**src/rtl/sega_joy_reader.sv**
```systemverilog
// sega_joy_reader
// Polls two DB9 joystick ports through one shared select line and decodes
// each as a Master System/Atari 2-button pad, a Mega Drive 3-button pad or a
// Mega Drive 6-button pad. Button words are active low, MXYZ SACB RLDU order.
//
// Ports:
//   clk_i       system clock
//   res_n_i     asynchronous active-low reset (released synchronously inside)
//   joy1_i      port 1 raw pins {p9,p6,right,left,down,up}, active low, async
//   joy2_i      port 2 raw pins, same order
//   joyX_p7_o   shared select line to both ports (registered)
//   joy1_o      port 1 buttons {M,X,Y,Z,S,A,C,B,R,L,D,U}, 0 = pressed
//   joy2_o      port 2 buttons, same format
//   joy1_six_o  port 1 identified as 6-button pad
//   joy2_six_o  port 2 identified as 6-button pad
//   upd_o       one-cycle strobe in the cycle joy*_o / *_six_o are refreshed
module sega_joy_reader #(
  parameter int CLK_DIV = 1536,
  parameter int STEP_W  = 8
) (
  input  logic        clk_i,
  input  logic        res_n_i,
  input  logic [5:0]  joy1_i,
  input  logic [5:0]  joy2_i,
  output logic        joyX_p7_o,
  output logic [11:0] joy1_o,
  output logic [11:0] joy2_o,
  output logic        joy1_six_o,
  output logic        joy2_six_o,
  output logic        upd_o
);

  localparam int DIV_W = $clog2(CLK_DIV);
  localparam logic [DIV_W-1:0]  DIV_LAST  = DIV_W'(CLK_DIV - 1);
  localparam logic [STEP_W-1:0] ST_LO0    = STEP_W'(0);
  localparam logic [STEP_W-1:0] ST_HI1    = STEP_W'(1);
  localparam logic [STEP_W-1:0] ST_SMP_HI = STEP_W'(2);
  localparam logic [STEP_W-1:0] ST_SMP_LO = STEP_W'(3);
  localparam logic [STEP_W-1:0] ST_LO3    = STEP_W'(4);
  localparam logic [STEP_W-1:0] ST_DET6   = STEP_W'(5);
  localparam logic [STEP_W-1:0] ST_XYZ    = STEP_W'(6);
  localparam logic [STEP_W-1:0] ST_COMMIT = STEP_W'(7);

  // Per-port shadow update for one tick; returns {six_tmp, shadow}.
  // Pin order is {p9,p6,R,L,D,U}, so pins[3:2] = {R,L} and pins[5:4] = {p9,p6}.
  function automatic logic [12:0] port_next(input logic [STEP_W-1:0] step,
                                            input logic [5:0]        pins,
                                            input logic [11:0]       sh,
                                            input logic              six);
    logic [11:0] sh_n;
    logic        six_n;
    sh_n  = sh;
    six_n = six;
    case (step)
      ST_SMP_HI: begin
        sh_n  = {6'b111111, pins};
        six_n = 1'b0;
      end
      ST_SMP_LO: begin
        // Left+right both low with select low marks a Mega Drive pad.
        if (pins[3:2] == 2'b00) begin
          sh_n[7:6] = pins[5:4];
        end else begin
          sh_n[7:4] = {2'b11, pins[5:4]};
        end
      end
      ST_DET6: begin
        // Only a 6-button pad drives all four directions low on the third low.
        if (pins[3:0] == 4'b0000) begin
          six_n = 1'b1;
        end else begin
          six_n = six;
        end
      end
      ST_XYZ: begin
        if (six) begin
          sh_n[11:8] = pins[3:0];
        end else begin
          sh_n[11:8] = 4'hF;
        end
      end
      default: begin
        sh_n  = sh;
        six_n = six;
      end
    endcase
    return {six_n, sh_n};
  endfunction

  logic [1:0]        rst_sync_r;
  logic              rst_n_s;
  logic [5:0]        j1_meta_r, j1_sync_r, j2_meta_r, j2_sync_r;
  logic [DIV_W-1:0]  div_r, div_nx_s;
  logic [STEP_W-1:0] step_r, step_nx_s;
  logic              p7_r, p7_nx_s;
  logic [11:0]       sh1_r, sh1_nx_s, sh2_r, sh2_nx_s;
  logic              six_tmp1_r, six_tmp1_nx_s, six_tmp2_r, six_tmp2_nx_s;
  logic [11:0]       joy1_r, joy1_nx_s, joy2_r, joy2_nx_s;
  logic              six1_r, six1_nx_s, six2_r, six2_nx_s;
  logic              upd_r, upd_nx_s;
  logic              tick_s;

  // Reset synchroniser: asynchronous assertion, release aligned to clk_i.
  always_ff @(posedge clk_i or negedge res_n_i) begin
    if (!res_n_i) begin
      rst_sync_r <= 2'b00;
    end else begin
      rst_sync_r <= {rst_sync_r[0], 1'b1};
    end
  end

  assign rst_n_s = rst_sync_r[1];

  // Two-flop synchronisers for the asynchronous pad pins.
  always_ff @(posedge clk_i or negedge rst_n_s) begin
    if (!rst_n_s) begin
      j1_meta_r <= 6'h3F;
      j1_sync_r <= 6'h3F;
      j2_meta_r <= 6'h3F;
      j2_sync_r <= 6'h3F;
    end else begin
      j1_meta_r <= joy1_i;
      j1_sync_r <= j1_meta_r;
      j2_meta_r <= joy2_i;
      j2_sync_r <= j2_meta_r;
    end
  end

  // Sequencer next-state: divider, step counter, select line, shadows, commit.
  always_comb begin
    tick_s        = (div_r == DIV_LAST);
    div_nx_s      = div_r + DIV_W'(1);
    step_nx_s     = step_r;
    p7_nx_s       = p7_r;
    sh1_nx_s      = sh1_r;
    sh2_nx_s      = sh2_r;
    six_tmp1_nx_s = six_tmp1_r;
    six_tmp2_nx_s = six_tmp2_r;
    joy1_nx_s     = joy1_r;
    joy2_nx_s     = joy2_r;
    six1_nx_s     = six1_r;
    six2_nx_s     = six2_r;
    upd_nx_s      = 1'b0;
    if (tick_s) begin
      div_nx_s  = '0;
      step_nx_s = step_r + STEP_W'(1);
      {six_tmp1_nx_s, sh1_nx_s} = port_next(step_r, j1_sync_r, sh1_r, six_tmp1_r);
      {six_tmp2_nx_s, sh2_nx_s} = port_next(step_r, j2_sync_r, sh2_r, six_tmp2_r);
      case (step_r)
        ST_LO0, ST_SMP_HI, ST_LO3, ST_XYZ: p7_nx_s = 1'b0;
        ST_HI1, ST_SMP_LO, ST_DET6:        p7_nx_s = 1'b1;
        ST_COMMIT: begin
          p7_nx_s   = 1'b1;
          joy1_nx_s = sh1_r;
          joy2_nx_s = sh2_r;
          six1_nx_s = six_tmp1_r;
          six2_nx_s = six_tmp2_r;
          upd_nx_s  = 1'b1;
        end
        default: p7_nx_s = 1'b1;
      endcase
    end else begin
      upd_nx_s = 1'b0;
    end
  end

  // Sequencer and output registers.
  always_ff @(posedge clk_i or negedge rst_n_s) begin
    if (!rst_n_s) begin
      div_r      <= '0;
      step_r     <= '0;
      p7_r       <= 1'b1;
      sh1_r      <= 12'hFFF;
      sh2_r      <= 12'hFFF;
      six_tmp1_r <= 1'b0;
      six_tmp2_r <= 1'b0;
      joy1_r     <= 12'hFFF;
      joy2_r     <= 12'hFFF;
      six1_r     <= 1'b0;
      six2_r     <= 1'b0;
      upd_r      <= 1'b0;
    end else begin
      div_r      <= div_nx_s;
      step_r     <= step_nx_s;
      p7_r       <= p7_nx_s;
      sh1_r      <= sh1_nx_s;
      sh2_r      <= sh2_nx_s;
      six_tmp1_r <= six_tmp1_nx_s;
      six_tmp2_r <= six_tmp2_nx_s;
      joy1_r     <= joy1_nx_s;
      joy2_r     <= joy2_nx_s;
      six1_r     <= six1_nx_s;
      six2_r     <= six2_nx_s;
      upd_r      <= upd_nx_s;
    end
  end

  assign joyX_p7_o  = p7_r;
  assign joy1_o     = joy1_r;
  assign joy2_o     = joy2_r;
  assign joy1_six_o = six1_r;
  assign joy2_six_o = six2_r;
  assign upd_o      = upd_r;

endmodule

```
**config.mk**
```make
export PLATFORM = sky130hd
export DESIGN_NAME = sega_joy_reader
export DESIGN_NICKNAME = d
export VERILOG_FILES = /design/src/rtl/sega_joy_reader.sv
export SDC_FILE = /design/constraint.sdc
export NUM_CORES = 1
export LEC_CHECK = 0
export BUFFER_PORTS_ARGS = -buffer_cell sky130_fd_sc_hd__buf_2
export CORE_MARGIN = 1.5
export CORE_UTILIZATION = 60
export CTS_BUF_LIST = sky130_fd_sc_hd__clkbuf_8
export DETAILED_ROUTE_END_ITERATION = 12
export PLACE_DENSITY_LB_ADDON = 0.25
export REMOVE_ABC_BUFFERS = 1
export SYNTH_ARGS = -nofsm -noshare
export SYNTH_HDL_FRONTEND = slang
export SYNTH_SLANG_ARGS = --single-unit
```
**constraint.sdc**
```tcl
create_clock -name clk_i -period 5.55 [get_ports clk_i]
set_input_delay 0.2775 -clock clk_i [delete_from_list [all_inputs] [get_ports clk_i]]
set_output_delay 0.2775 -clock clk_i [all_outputs]
set_load 0.03 [all_outputs]
```
* Yosys cells after proc, flatten, opt, wreduce, memory -nomap -nowiden
Index checks and enable logic that the tools add are counted.
** Word-level totals
- Register bits :: 99
- Output and inout port bits :: 28
- Logic and storage cells :: 71
** Cells by class
- Add/sub/neg operators :: 2
- Equal/unequal tests :: 11
- Muxes and demuxes :: 18
- Reductions and logical operators :: 17
** Operators by type and width (count)
- $eq 8x3->1 const B :: 4
- $pmux 4 s2 :: 4
- $eq 8x2->1 const B :: 2
- $reduce_and 3->1 :: 4
- $add 11x1->11 const B :: 1
- $eq 11x11->1 const B :: 1
- $mux 11 :: 1
- $add 8x1->8 const B :: 1
- $logic_not 4->1 :: 2
- $logic_not 8->1 :: 1
- $mux 2 :: 4
- $mux 4 :: 2
- $ne 2x2->1 const B :: 4
- $reduce_and 2->1 :: 4
- $reduce_bool 2->1 :: 3
- $mux 1 :: 5
- $logic_not 2->1 :: 2
- $pmux 1 s2 :: 2
- $reduce_or 4->1 :: 1

* Logic depth before layout (Yosys ltp)
Gate-level depths: netlist (run 1).
- Word-level depth :: 3
- Mapped depth :: 7
- Depth with buffers taken out :: 5

* Worst setup path before layout (run 1)
Ideal clock, no wire load.
- Path type :: reg2reg
- From :: reg div_r[0]
- To :: reg joy1_r[0] (netlist: joy1_o[0])
- Arrival :: 1.836 ns
- Required time :: 5.468 ns
- Path slack :: 3.632 ns
- Stages on the path, launching flop included :: 8
- Path through :: dfrtp_1 > ha_1 > and3_1 > nand4_2 > or3_1 > buf_6 > buf_12 > mux2_4
** Between the ends
- Longest elaborated chain between the ends :: 2
** Ends and longest elaborated chain
- start: declaration :: line 93 : logic [DIV_W-1:0] div_r, div_nx_s;
- start signal: assignment :: line 183 : div_r <= div_nx_s;
- $eq 11x11->1 :: line 131 : tick_s = (div_r == DIV_LAST);
- $reduce_and 2->1 (no line)
- end signal: assignment :: line 190 : joy1_r <= joy1_nx_s;
- end: declaration :: line 98 : logic [11:0] joy1_r, joy1_nx_s, joy2_r, joy2_nx_s;
No other way between the ends.
A chain may end at the register's enable or synchronous reset.

* Worst setup path in the final report (run 1)
- From :: reg div_r[0]
- To :: reg sh2_r[9]
** Between the ends
- Longest elaborated chain between the ends :: 2
** Ends and longest elaborated chain
- $eq 11x11->1 :: line 131
- $reduce_and 2->1 (no line)
- end signal: assignment :: line 187 : sh2_r <= sh2_nx_s;
- end: declaration :: line 96 : logic [11:0] sh1_r, sh1_nx_s, sh2_r, sh2_nx_s;
No other way between the ends.

==> reports/metrics.csv, run 1 <==
metric;value;unit
place_congestion;0.781;
tightest_slew;0.783;ns
wire_per_inst;16.0;um
die_area;7160;um^2
yosys.area.top_type_share;0.480;
hold_path_class;primary input to flip-flop;
clk_pin_slew;0.09;ns
core;6390;um^2
grt-ovfl-total;0;
setup.worst_path.end_class;flip-flop;
firstDrtPassIters;5;
syn_inst;270;
dp_hpwl;4310;um
cts_tree;built;
clock_latency;0.36;ns
p_per_area;267;nW/um^2
max_freq;448;MHz
boundaryPins;42;
finClkSkew;0.0128;ns
yosys.area.top_type;dfstp_2;
yosysWarnings;0;
crit_path_max_fanout;18;
rows;29;
swShare;0.201;
crit_type;flip-flop to flip-flop;
grt_usage;0.199;
antenna_cells;0;
netlist_area;4000;um^2
p_clk_frac;0.362;
startpoint_type;flip-flop;
mostFrequentLayoutCell;dfstp_2;
worst_ep_arrival_time;2.51;ns
synth.area.top_cells;dfstp_2 48%, dfrtp_1 16%, mux2_4 9.0%;
grt_max_degree;68;
final.min_clock_period;2.23;ns
syn2layout_area_growth;12.8;%
synth-edff-count;0;
maxCapViolations;0;
grt.busiest_layer;met2;
h-tree-depth;3;
crit_required;5.83;ns
p_switching;242;uW
tns;0;ns
drive_gt1_frac;0.541;
nets;343;
initial_core_util;0.626;
synthDistinctLibCells;37;
rsz0062_at_grt;false;
synth_ff_type;dfstp_2;
routed_wirelength;6490;um
finalSetupViolCount;0;
ant_nets;0;
fin_crit_sh;0.402;
fin_total_pwr;1200;uW
slew_headroom;0.478;
seq_power_share;0.622;
status;completed;
avgSynthCellArea;14.8;um^2
drt-vias-per-instance;5.47;
synth_seq_cells;99;
met3_usage;0.0560;
die_width;84.6;um
drcViolationCount;0;
use_met1;0.246;
grt_pass1_wl;11000;um
drtIter0Drc;96;
hold_viol;0;
use_met2;0.328;
cts.sinks;99;
vias;2222;
p_leak;0.00206;uW
peakVddDrop;239;uV
clockBufferDepth;2;
antenna_found_initial;0;
cts_root_buffer;clkbuf_8;
io_buffers;41;
pwr-share-comb;0.016;
grt_pass1_vias;2371;
final_max_slew_viol_count;0;
async_flop_share;1.00;
die_h;84.6;um
cts-buffers-inserted;9;
cell_internal_pwr;962;uW
ys_seq_area_frac;0.643;
mostFrequentLayoutCells;73 x dfstp_2, 41 x buf_2, 25 x dfrtp_1;
==> per-layer routing <==
layer  up-vias  part of all wire
met3        15             0.041
met5         -                 0
met1      1127              0.43
li1       1029                 -
met2        51              0.50
met4         0             0.024
==> critical path: stages, from the launching register on <==
cell and delay (ns):
dfrtp_1 0.37, ha_1 0.29, and4b_1 0.27, nor3b_2 0.17, buf_4 0.25, and3_1 0.53, mux2i_1 0.26
==> power groups by stage <==
stage	registers, uW	logic (uW)	clock network [uW]
finish	749	18.9	436
global route	751	21.6	476
CTS	749	19.6	453
detailed placement	761	15.9	0
global placement	760	15.3	0
floorplan	764	1.06	0
==> layout make-up <==
type | instances | area, um^2
Sequential cell | 99 | 2570
Fill cell | 449 | 1880
Multi-Input combinational cell | 153 | 1320
Timing Repair Buffer | 51 | 298
Clock buffer | 10 | 138
Tap cell | 77 | 96.3
Clock inverter | 6 | 51.3
Inverter | 10 | 37.5
==> synth_stat cells (4+ instances only) <==
cell type and instances:
and3_1 5, dfrtp_1 26, dfstp_2 73, ha_1 5, inv_1 10, mux2_2 19, mux2_4 24, mux2i_1 8
nand2_1 16, nand4_1 9, nor2_1 18, o21ai_0 4, or3_1 5, xnor2_1 10
==> logic make-up (layout without fill, tap and decap cells) <==
family / count (synthesis) / after routing / share of synthesized area
buffers and inverters: 18 / 77 / 0.0279
AO/OA/AOI/OAI: 10 / 10 / 0.0169
AND/OR/NAND/NOR: 73 / 73 / 0.103
other: 1 / 1 / 0.000939
XOR/XNOR: 13 / 13 / 0.0285
multiplexers: 51 / 51 / 0.164
adder cells (fa/ha/maj): 5 / 5 / 0.0157
flip-flops: 99 / 99 / 0.643
==> flip-flops by register name (all words and copies together) (netlist names) <==
name        count
joy1_o         12
joy2_o         12
sh1_r          12
sh2_r          12
div_r          11
step_r          8
j1_meta_r       6
j1_sync_r       6
j2_meta_r       6
j2_sync_r       6
rst_sync_r      2
joy1_six_o      1
joy2_six_o      1
joyX_p7_o       1
six_tmp1_r      1
six_tmp2_r      1
upd_o           1
==> path summary, 6_finish.rpt <==
path,from,end,slack (ns),depth (start not counted)
worst max register to register,div_r[0],sh2_r[9],3.32,6
worst min-delay path,joy1_i[2],j1_meta_r[2],0.02,1
max in group asynchronous,rst_sync_r[1],six_tmp2_r,4.17,1
worst min register to register,rst_sync_r[1],div_r[3],0.26,0
min in group asynchronous,res_n_i,rst_sync_r[1],0.22,2
worst max-delay path,div_r[0],sh2_r[9],3.32,6
==> timing repair <==
action / CTS / global route
hold buffers: 7 / 0
resized for setup: 0 / 0
endpoints found under the hold margin: 8 / 0
buffers inserted: 0 / 0
==> stage by stage <==
stage,setup WS (ns),hold slack [ns],std cells,util,cell area (um^2)
finish,3.32,0.0157,406,0.706,4510
global route,3.11,0.00184,406,0.706,4510
CTS,3.33,0.000985,406,0.706,4510
detailed placement,3.39,0.0658,383,0.665,4250
global placement,3.44,0.0622,383,0.665,4250
floorplan,2.72,-0.0181,262,-,3920
Power figures use the tool's default switching activity.
==> inputs of run 2 (changes only) <==
==> constraint.sdc (replaced) <==
create_clock -name clk_i -period 2.2 [get_ports clk_i]
set_input_delay 0.11 -clock clk_i [delete_from_list [all_inputs] [get_ports clk_i]]
set_output_delay 0.11 -clock clk_i [all_outputs]
set_load 0.03 [all_outputs]
==> reports/metrics.csv, run 2 (same netlist as run 1, synthesis figures left out) <==
metric;value;unit;change
worst_ep_arrival_time;2.29;ns;was 2.51 ns
placed_cells;388;;was 383
p_per_area;648;nW/um^2;was 267 nW/um^2
finClkSkew;0.00627;ns;was 0.0128 ns
final.min_clock_period;2.04;ns;was 2.23 ns
crit_buf_inv;1;;unchanged
clk_pin_slew;0.09;ns;about the same
p_leak;0.00210;uW;was 0.00206 uW
rows;29;;unchanged
ctsResizeCount;0;;unchanged
drtIter0Drc;87;;was 96
finalWorstSetupSlack;0.155;ns;was 3.32 ns
wire_per_inst;15.3;um;was 16.0 um
startpoint;div_r[0];;unchanged
grt_max_degree;50;;was 68
layout.cells.non_filler;417;;was 406
vias;2231;;was 2,222
cts_tree;built;;unchanged
status;completed;;unchanged
grt-ovfl-total;0;;unchanged
dp_hpwl;4300;um;was 4310 um
max_freq;489;MHz;was 448 MHz
mostFrequentLayoutCell;dfstp_2;;unchanged
boundaryPins;42;;unchanged
cpPeakStageDelay;0.38;ns;was 0.53 ns
nets;354;;was 343
hold_viol;0;;unchanged
initial_core_util;0.626;;unchanged
crit_chain;ha_1 -> and3_1 -> nand4_2 -> or3_1 -> buf_4 -> mux2_2;;was ha_1 -> and4b_1 -> nor3b_2 -> buf_4 -> and3_1 -> mux2i_1
rsz0062_at_grt;false;;unchanged
crit_path_max_fanout;26;;was 18
grt_pass1_vias;2295;;was 2,371
cts.sinks;99;;unchanged
fin_crit_sh;0.929;;was 0.402
crit_type;flip-flop to flip-flop;;unchanged
drt-vias-per-instance;5.35;;was 5.47
maxCapViolations;0;;unchanged
routed_wirelength;6380;um;was 6490 um
drcViolationCount;0;;unchanged
crit_family;simple AND/OR/NAND/NOR gates;;unchanged
die_width;84.6;um;unchanged
peakVddDrop;568;uV;was 239 uV
syn2layout_area_growth;15.3;%;was 12.8%
hold_path_class;primary input to asynchronous set/reset pin;;was primary input to flip-flop
clock_latency;0.35;ns;was 0.36 ns
cts-buffers-inserted;9;;unchanged
antenna_found_initial;0;;unchanged
regToRegStartpoint;div_r[0];;unchanged
place_congestion;0.793;;was 0.781
place_ws;0.206;ns;was 3.39 ns
final_max_slew_viol_count;0;;unchanged
firstDrtPassIters;4;;was 5
die_h;84.6;um;unchanged
io_buffers;41;;unchanged
crit_required;2.44;ns;was 5.83 ns
cts_root_buffer;clkbuf_8;;unchanged
timing.hold.ws;0.0544;ns;was 0.0157 ns
utilization;0.721;;was 0.706
finalSetupViolCount;0;;unchanged
cts_setup_buffers;0;;unchanged
clockBufferDepth;2;;unchanged
setup.worst_path.end_class;flip-flop;;unchanged
antenna_cells;0;;unchanged
startpoint_type;flip-flop;;unchanged
drive_gt1_frac;0.544;;was 0.541
postCtsHoldBufs;13;;was 7
grt_pass1_wl;11000;um;about the same
fin_total_pwr;2990;uW;was 1200 uW
h-tree-depth;3;;unchanged
grt_usage;0.199;;about the same
core;6390;um^2;unchanged
die_area;7160;um^2;unchanged
mostFrequentLayoutCells;73 x dfstp_2, 41 x buf_2, 25 x dfrtp_1;;unchanged
cp_slowest_cell;dfrtp_1;;was and3_1
ant_nets;0;;unchanged
## run 2: cell count changes in the layout (fill, tap and decap cells not counted), sizes merged
cell / change
buf: +5
bufinv: -1
clkbuf: -1
clkinv: +2
dlygate4sd3: +6
## run 2: metal layers
metal  track usage  part of all wire  vias to the layer above
met1         0.256              0.45                     1126
met2         0.330              0.50                       46
li1              -                 -                     1047
met3        0.0511             0.032                       12
met4        0.0718             0.018                        0
met5             0                 0                        -
## run 2: worst reg2reg max path: cells and delay by family (launching register included)
family / cells / cell delay [ns]
flip-flops: 1 / 0.38
multiplexers: 1 / 0.34
AND/OR/NAND/NOR: 3 / 0.73
adder cells (fa/ha/maj): 1 / 0.21
buffers and inverters: 1 / 0.29
## run 2: where the power goes
part	internal, uW	switching, uW	leakage [uW]
clock	423	614	0.0000987
combinational	29.0	30.8	0.000895
sequential	1870	21.9	0.00111
total	2320	666	0.00210
## run 2: worst paths after layout
check                                 to  slack, ns  cells past startpoint
max in group asynchronous       sh2_r[5]       1.29                      1
max                           joy2_six_o       0.16                      6
min reg2reg                    step_r[1]       0.26                      0
max reg2reg                   joy2_six_o       0.16                      6
min                        rst_sync_r[1]       0.05                      2
min in group clk_i          j1_sync_r[4]       0.36                      0
## run 2: cell type report
class                      instances  area, um^2
sequential                        99        2570
fill                             439        1780
multi-input combinational        153        1320
timing repair buffer              62         408
clock buffer                       9         124
tap                               77        96.3
clock inverter                     7        53.8
inverter                          10        37.5
## run 2: through the flow
step	instance area, um^2	setup TNS [ns]
6_report	4610	0
3_3_place_gp	4300	0
2_1_floorplan	3920	-17.36
4_1_cts	4610	0
5_1_grt	4610	0
3_5_place_dp	4300	0
